### src/rtl/serial_adder_pkg.sv
// serial_adder_pkg: shared state encoding and default width for the serial adder
package serial_adder_pkg;
  localparam int DEF_WIDTH = 8;
  typedef enum logic [1:0] {
    IDLE  = 2'd0,
    SHIFT = 2'd1,
    DONE  = 2'd2
  } state_t;
endpackage

### src/rtl/serial_adder_fa.sv
// serial_adder_fa: full adder built from two half adders and an OR of their carries
module half_adder (
  input  logic a,
  input  logic b,
  output logic sum,
  output logic cout
);
  assign sum  = a ^ b;
  assign cout = a & b;
endmodule

module full_adder (
  input  logic a,
  input  logic b,
  input  logic cin,
  output logic sum,
  output logic cout
);
  logic s0, c0, c1;
  half_adder ha0 (.a(a),  .b(b),   .sum(s0),  .cout(c0));
  half_adder ha1 (.a(s0), .b(cin), .sum(sum), .cout(c1));
  assign cout = c0 | c1;
endmodule

### src/rtl/serial_adder.sv
// serial_adder: bit-serial LSB-first adder, one full adder cell, start/done handshake
module serial_adder
  import serial_adder_pkg::*;
#(
  parameter int WIDTH = DEF_WIDTH
) (
  input  logic             clk,
  input  logic             rst_n,
  input  logic             start,
  input  logic [WIDTH-1:0] a,
  input  logic [WIDTH-1:0] b,
  input  logic             cin,
  output logic             busy,
  output logic             done,
  output logic [WIDTH-1:0] sum,
  output logic             cout
);
  localparam int CW = $clog2(WIDTH);
  state_t           state;
  logic [WIDTH-1:0] a_sr, b_sr, nxt;
  logic [WIDTH-2:0] sum_sr;
  logic [CW-1:0]    cnt;
  logic             carry, s, c;
  full_adder fa (.a(a_sr[0]), .b(b_sr[0]), .cin(carry), .sum(s), .cout(c));
  // new sum bit enters at the MSB; after WIDTH shifts the LSB has arrived at bit 0
  assign nxt = {s, sum_sr};
  always_ff @(posedge clk or negedge rst_n) begin
    if (!rst_n) begin
      state  <= IDLE;
      a_sr   <= '0;
      b_sr   <= '0;
      sum_sr <= '0;
      cnt    <= '0;
      carry  <= 1'b0;
      busy   <= 1'b0;
      done   <= 1'b0;
      sum    <= '0;
      cout   <= 1'b0;
    end else begin
      done <= 1'b0;
      case (state)
        SHIFT: begin
          a_sr   <= a_sr >> 1;
          b_sr   <= b_sr >> 1;
          sum_sr <= nxt[WIDTH-1:1];
          carry  <= c;
          cnt    <= cnt + 1'b1;
          if (cnt == CW'(WIDTH - 1)) begin
            sum   <= nxt;
            cout  <= c;
            done  <= 1'b1;
            busy  <= 1'b0;
            state <= DONE;
          end
        end
        default: begin
          if (start) begin
            a_sr  <= a;
            b_sr  <= b;
            carry <= cin;
            cnt   <= '0;
            busy  <= 1'b1;
            state <= SHIFT;
          end else begin
            state <= IDLE;
          end
        end
      endcase
    end
  end
endmodule

### config.mk
export PLATFORM = sky130hd
export DESIGN_NAME = serial_adder
export DESIGN_NICKNAME = d
export VERILOG_FILES = /design/src/rtl/serial_adder_pkg.sv /design/src/rtl/serial_adder_fa.sv /design/src/rtl/serial_adder.sv
export SDC_FILE = /design/constraint.sdc
export NUM_CORES = 1
export LEC_CHECK = 0
export ABC_AREA = 0
export CELL_PAD_IN_SITES_DETAIL_PLACEMENT = 0
export CELL_PAD_IN_SITES_GLOBAL_PLACEMENT = 1
export CORE_UTILIZATION = 43
export CTS_CLUSTER_DIAMETER = 100
export DETAILED_ROUTE_END_ITERATION = 6
export GPL_TIMING_DRIVEN = 0
export PLACE_DENSITY = 0.89
export SLEW_MARGIN = 15
export SYNTH_ARGS = -nofsm -noshare
export SYNTH_HDL_FRONTEND = slang
export SYNTH_HIERARCHICAL = 1
export SYNTH_SLANG_ARGS = --single-unit
### constraint.sdc
create_clock -name clk -period 1.7 [get_ports clk]
set_input_delay 0.255 -clock clk [delete_from_list [all_inputs] [get_ports clk]]
set_output_delay 0.255 -clock clk [all_outputs]
set_load 0.02 [all_outputs]
==> results.yml, run 1 <==
global_routing:
  grt_antenna_before_repair: 0
  grt-ovfl-total: 0
  grt_pass1_vias: 1088
  gr-usage-all-layers: 0.157
  grt_max_degree: 27
  grt_pass1_wl_um: 5120
route:
  avgRoutedWirePerCell_um: 15.3
  drt_pass1_iterations: 4
  num_vias: 1026
  viasPerCell: 4.96
  drtAntennaViolNets: 0
  drt-total-wl_um: 3160
  drtIter0Drc: 36
  drc: 0
die:
  die_area_um2: 4580
  core_um2: 4060
  start_util: 0.457
  die_w_um: 67.7
  ios: 31
  rows: 23
  fp.dieH_um: 67.7
cells_and_area:
  nets: 180
  stdcell_count: 207
  antenna_cells_inserted: 0
  drive_gt1_frac: 0.414
  fin_area_um2: 2370
  area_delta_synth_final_pct: 27.6
clocking:
  cts_buffers: 5
  clkTransAtPathRegs_ns: 0.08
  cts-root-buf: "clkbuf_8"
  clkLatencyLatePin_ns: 0.30
  cts_max_level: 2
  cts_tree: "done"
  clockBufferDepth: 2
  cts_sinks: 40
synth:
  yosysMostFrequentCell: "dfrtp_1"
  synth.avg_cell_area_um2: 16.0
  synth_common_cells: "dfrtp_1, mux2_2, mux2_4"
  async_flop_share: 1.00
  yosysSeqAreaShare: 0.539
  ys_types: 15
  yosys.area.top_type: "dfrtp_1"
  synth_fp_nets: 140
  yosys_warnings: 6
  synth-seq-cells: 40
  syn_area_um2: 1860
  syn_inst: 116
  yosys.area.top_type_share: 0.539
  synthTopCellsByArea: "dfrtp_1, mux2_4, mux2_2"
  synth_edf_count: 0
  yosys_most_used_dff: "dfrtp_1"
placement:
  post-dp-hpwl_um: 2140
  placedCellCount: 197
  routabilityCongestion: 0.727
  place_area_um2: 2230
  dp_worst_setup_slack_ns: -0.0432
  io_buffers: 30
sta:
  setup_viol: 0
  fin_tns_setup_ns: 0
  drv_slew: 0
  layout_setup_ws_ns: 0.125
  rsz0062_at_grt: "false"
  max_slew_margin: 0.744
  min_period_ns: 1.57
  period_share: 0.926
  fmax_ghz: 0.635
  fin_skew_ns: 0.00367
  hold_viol: 0
  tightest_slew_ns: 0.383
worst_hold_path:
  hp-class: "input port to asynchronous set/reset pin"
setup_path:
  cp_common_cell: "ha_1"
  end_kind: "flop"
  required_ns: 1.89
  cp.arrival_ns: 1.76
  worstSetupStartpointType: "flop"
  cp_top_family: "adder cells"
  critical-path-slowest-cell: "dfrtp_1"
  cp.buffers_inverters: 1
  cp_max_fo: 10
  crit_chain: "ha_1 -> ha_1 -> nand3b_1 -> buf_6 -> mux2_2"
  worstSetupPathType: "flop to flop"
  cp_slowest_stage_delay_ns: 0.41
run:
  drv_cap: 0
status:
  status: "completed"
power_and_ir_drop:
  leakagePower_nw: 1.11
  p_per_area_nw_per_um2: 1730
  max-vdd-ir-drop_v: 0.000898
[state kept, by name, summed over array words and instances (netlist names)]
| register | cells |
|---|---|
| a_sr | 8 |
| b_sr | 8 |
| sum | 8 |
| sum_sr | 7 |
| cnt | 3 |
| state | 2 |
| busy | 1 |
| carry | 1 |
| cout | 1 |
| done | 1 |
[metal layers]
| metal | GRT usage | vias up | wire length, um |
|---|---|---|---|
| li1 | - | 481 | - |
| met1 | 0.181 | 513 | 1470 |
| met2 | 0.260 | 27 | 1440 |
| met3 | 0.0709 | 5 | 221 |
| met4 | 0.0479 | 0 | 25 |
| met5 | 0 | - | 0 |
[final timing paths]
check,startpoint,endpoint,slack [ns],cells past startpoint
hold reg to reg,cnt[0],cnt[0],0.51,1
setup / recovery,cnt[0],sum[6],0.13,5
max in group asynchronous,rst_n,sum[4],0.85,3
hold / removal,rst_n,a_sr[4],0.40,2
min in group clk,cnt[0],cnt[0],0.51,1
setup reg to reg,cnt[0],sum[6],0.13,5
[per-stage QoR]
| step | hold WS, ns | power [W] | utilization |
|---|---|---|---|
| after floorplan | -0.0406 | 0.00279 | - |
| final | 0.396 | 0.00409 | 0.584 |
| after global routing | 0.442 | 0.00433 | 0.584 |
| after detailed placement | 0.190 | 0.00331 | 0.550 |
| after CTS | 0.399 | 0.00412 | 0.581 |
| after global placement | 0.469 | 0.00324 | 0.547 |
[what timing repair did]
action | in CTS | in global routing
setup endpoints to repair | 7 | 7
gates resized for setup | 1 | 1
pin swaps | 0 | 1
hold endpoints to repair | 14 | 0
hold buffers | 1 | 0
buffers inserted | 0 | 1
[cells by family after synthesis]
| group | after synthesis | synth area share |
|---|---|---|
| adder cells (fa/ha/maj) | 4 | 0.0270 |
| AND/OR/NAND/NOR | 11 | 0.0337 |
| buffers and inverters | 8 | 0.0371 |
| AO/OA/AOI/OAI | 2 | 0.00674 |
| multiplexers | 51 | 0.356 |
| flip-flops | 40 | 0.539 |
[power breakdown]
| group | internal (W) | switching, W | leakage [nW] |
|---|---|---|---|
| Combinational | 0.00107 | 0.000642 | 0.558 |
| Clock | 0.000434 | 0.000351 | 0.0541 |
| Sequential | 0.00136 | 0.000228 | 0.502 |
[layout make-up]
cell class	count	area [um2]
buffer	6	67.6
clock buffer	5	68.8
clock inverter	3	42.5
fill	307	1690
inverter	2	7.51
multi-input combinational	68	786
sequential	40	1000
tap	50	62.6
timing repair buffer	33	333
[cell usage in the layout (no fill, tap or decap)]
master           count
nor2b_1              3
dfrtp_1             40
nor2_1               3
mux2_2              24
or2_1                1
mux2_4              24
bufinv_16            1
clkbuf_8             5
nand2b_1             3
buf_12               1
mux2i_1              3
nand3b_1             1
a21oi_1              1
inv_1                2
dlygate4sd3_1        1
clkdlybuf4s50_1     29
clkinvlp_4           1
ha_1                 4
clkinv_2             1
o21a_1               1
buf_2                1
buf_6                6
buf_4                1
Power figures use the tool's default switching activity.
==> run 2, diff against run 1 <==
--- a/config.mk
+++ b/config.mk
@@ -9,7 +9,7 @@
 export CELL_PAD_IN_SITES_DETAIL_PLACEMENT = 0
 export CELL_PAD_IN_SITES_GLOBAL_PLACEMENT = 1
 export CORE_UTILIZATION = 43
-export CTS_CLUSTER_DIAMETER = 100
+export CTS_CLUSTER_DIAMETER = 150
 export DETAILED_ROUTE_END_ITERATION = 6
 export GPL_TIMING_DRIVEN = 0
 export PLACE_DENSITY = 0.89
==> results of run 2 <==
Final layout, timing and power as in run 1 (identical DEF).
==> run 3, diff against run 2 <==
--- a/config.mk
+++ b/config.mk
@@ -6,9 +6,11 @@
 export NUM_CORES = 1
 export LEC_CHECK = 0
 export ABC_AREA = 0
+export CAP_MARGIN = 25
 export CELL_PAD_IN_SITES_DETAIL_PLACEMENT = 0
 export CELL_PAD_IN_SITES_GLOBAL_PLACEMENT = 1
 export CORE_UTILIZATION = 43
+export CTS_BUF_LIST = sky130_fd_sc_hd__clkbuf_16
 export CTS_CLUSTER_DIAMETER = 150
 export DETAILED_ROUTE_END_ITERATION = 6
 export GPL_TIMING_DRIVEN = 0
==> results.yml, run 3 (synthesis results as in run 1) <==
status:
  status: "completed"
clocking:
  cts_sinks: 40
  cts_tree: "done"
  clkLatencyLatePin_ns: 0.28
  cts_max_level: 2
  clkTransAtPathRegs_ns: 0.06
  clockBufferDepth: 2
  cts_buffers: 5
  cts-root-buf: "clkbuf_16"
cells_and_area:
  seq_area_um2: 1000
  layout_commonest_cell: "dfrtp_1"
  multi_input_area_um2: 786
  antenna_cells_inserted: 0
  fin_area_um2: 2420
  final_cell_mix: "dfrtp_1, clkdlybuf4s50_1, mux2_4, mux2_2, buf_6"
  fillers: 304
  area_delta_synth_final_pct: 30.7
  nets: 180
  drive_gt1_frac: 0.414
  reg_top3: "a_sr (8), b_sr (8), sum (8)"
setup_path:
  cp_max_fo: 10
  cp.arrival_ns: 1.74
  end_kind: "flop"
  worstSetupPathType: "flop to flop"
  worstSetupStartpointType: "flop"
  required_ns: 1.86
run:
  drv_cap: 0
route:
  avgRoutedWirePerCell_um: 15.3
  drtIter0Drc: 38
  drt-total-wl_um: 3160
  viasPerCell: 5.01
  drtAntennaViolNets: 0
  drt_pass1_iterations: 4
  drc: 0
  num_vias: 1037
sta:
  hold_viol: 0
  period_share: 0.928
  max_slew_margin: 0.750
  fin_skew_ns: 0.00375
  min_period_ns: 1.58
  rsz0062_at_grt: "false"
  whs_ns: 0.418
  layout_setup_ws_ns: 0.122
  drv_slew: 0
  tightest_slew_ns: 0.374
  fmax_ghz: 0.634
  setup_viol: 0
placement:
  post-dp-hpwl_um: 2140
  dp_worst_setup_slack_ns: -0.0432
  routabilityCongestion: 0.727
  io_buffers: 30
  place_area_um2: 2230
global_routing:
  grt_pass1_vias: 1096
  gr-usage-all-layers: 0.155
  grt_max_degree: 27
  grt_pass1_wl_um: 5090
  grt_antenna_before_repair: 0
  grt-ovfl-total: 0
power_and_ir_drop:
  max-vdd-ir-drop_v: 0.00103
  leakagePower_nw: 1.14
  power_w: 0.00437
  p_per_area_nw_per_um2: 1800
die:
  start_util: 0.457
  die_w_um: 67.7
  ios: 31
  die_area_um2: 4580
  core_um2: 4060
  rows: 23
  fp.dieH_um: 67.7
worst_hold_path:
  hp-class: "input port to asynchronous set/reset pin"
## run 3: cell counts in the layout (fill, tap and decap cells not counted)
Identical to the previous run, type by type.
## run 3: worst paths after layout
kind                       slack (ns)  cells after the start    from       to
max                              0.12                      5  cnt[0]   sum[6]
max in group asynchronous        0.83                      3   rst_n   sum[4]
min                              0.42                      2   rst_n  a_sr[4]
min in group clk                 0.50                      1    cout     cout
max reg2reg                      0.12                      5  cnt[0]   sum[6]
min reg2reg                      0.50                      1    cout     cout
## run 3: through the flow
step	std cells	util	setup TNS [ns]
after CTS	206	0.595	0
after global routing	207	0.598	0
after detailed placement	197	0.550	-0.393
after global placement	196	0.547	-21.31
after floorplan	116	-	0
final	207	0.598	0
## run 3: report_power, final
part | leakage, nW | internal (W) | switching [W] | total [W]
Sequential | 0.502 | 0.00137 | 0.000228 | 0.00159
Combinational | 0.558 | 0.00107 | 0.000649 | 0.00172
Clock | 0.0798 | 0.000689 | 0.000365 | 0.00105
## run 3: metal layers
layer | track usage | routed length (um) | vias up
li1 | - | - | 484
met1 | 0.182 | 1450 | 524
met2 | 0.264 | 1480 | 25
met3 | 0.0456 | 181 | 4
met4 | 0.0638 | 44 | 0
met5 | 0 | 0 | -
## run 3: worst max-delay path, stage by stage (launching register included)
cell and delay, ns:
dfrtp_1 0.40, ha_1 0.21, ha_1 0.20, nand3b_1 0.14, buf_6 0.17, mux2_2 0.34
## run 3: cell type report
type | instances | area share
sequential | 40 | 0.413
multi-input combinational | 68 | 0.324
timing repair buffer | 33 | 0.137
clock buffer | 5 | 0.0516
buffer | 6 | 0.0279
tap | 50 | 0.0258
clock inverter | 3 | 0.0175
inverter | 2 | 0.00310
## run 3: repair_timing
action / in CTS / in global routing
hold buffers: 1 / 0
buffers inserted: 0 / 1
endpoints found under the setup margin: 7 / 7
resized for setup: 1 / 1
pin swaps: 0 / 1
endpoints found under the hold margin: 14 / 0
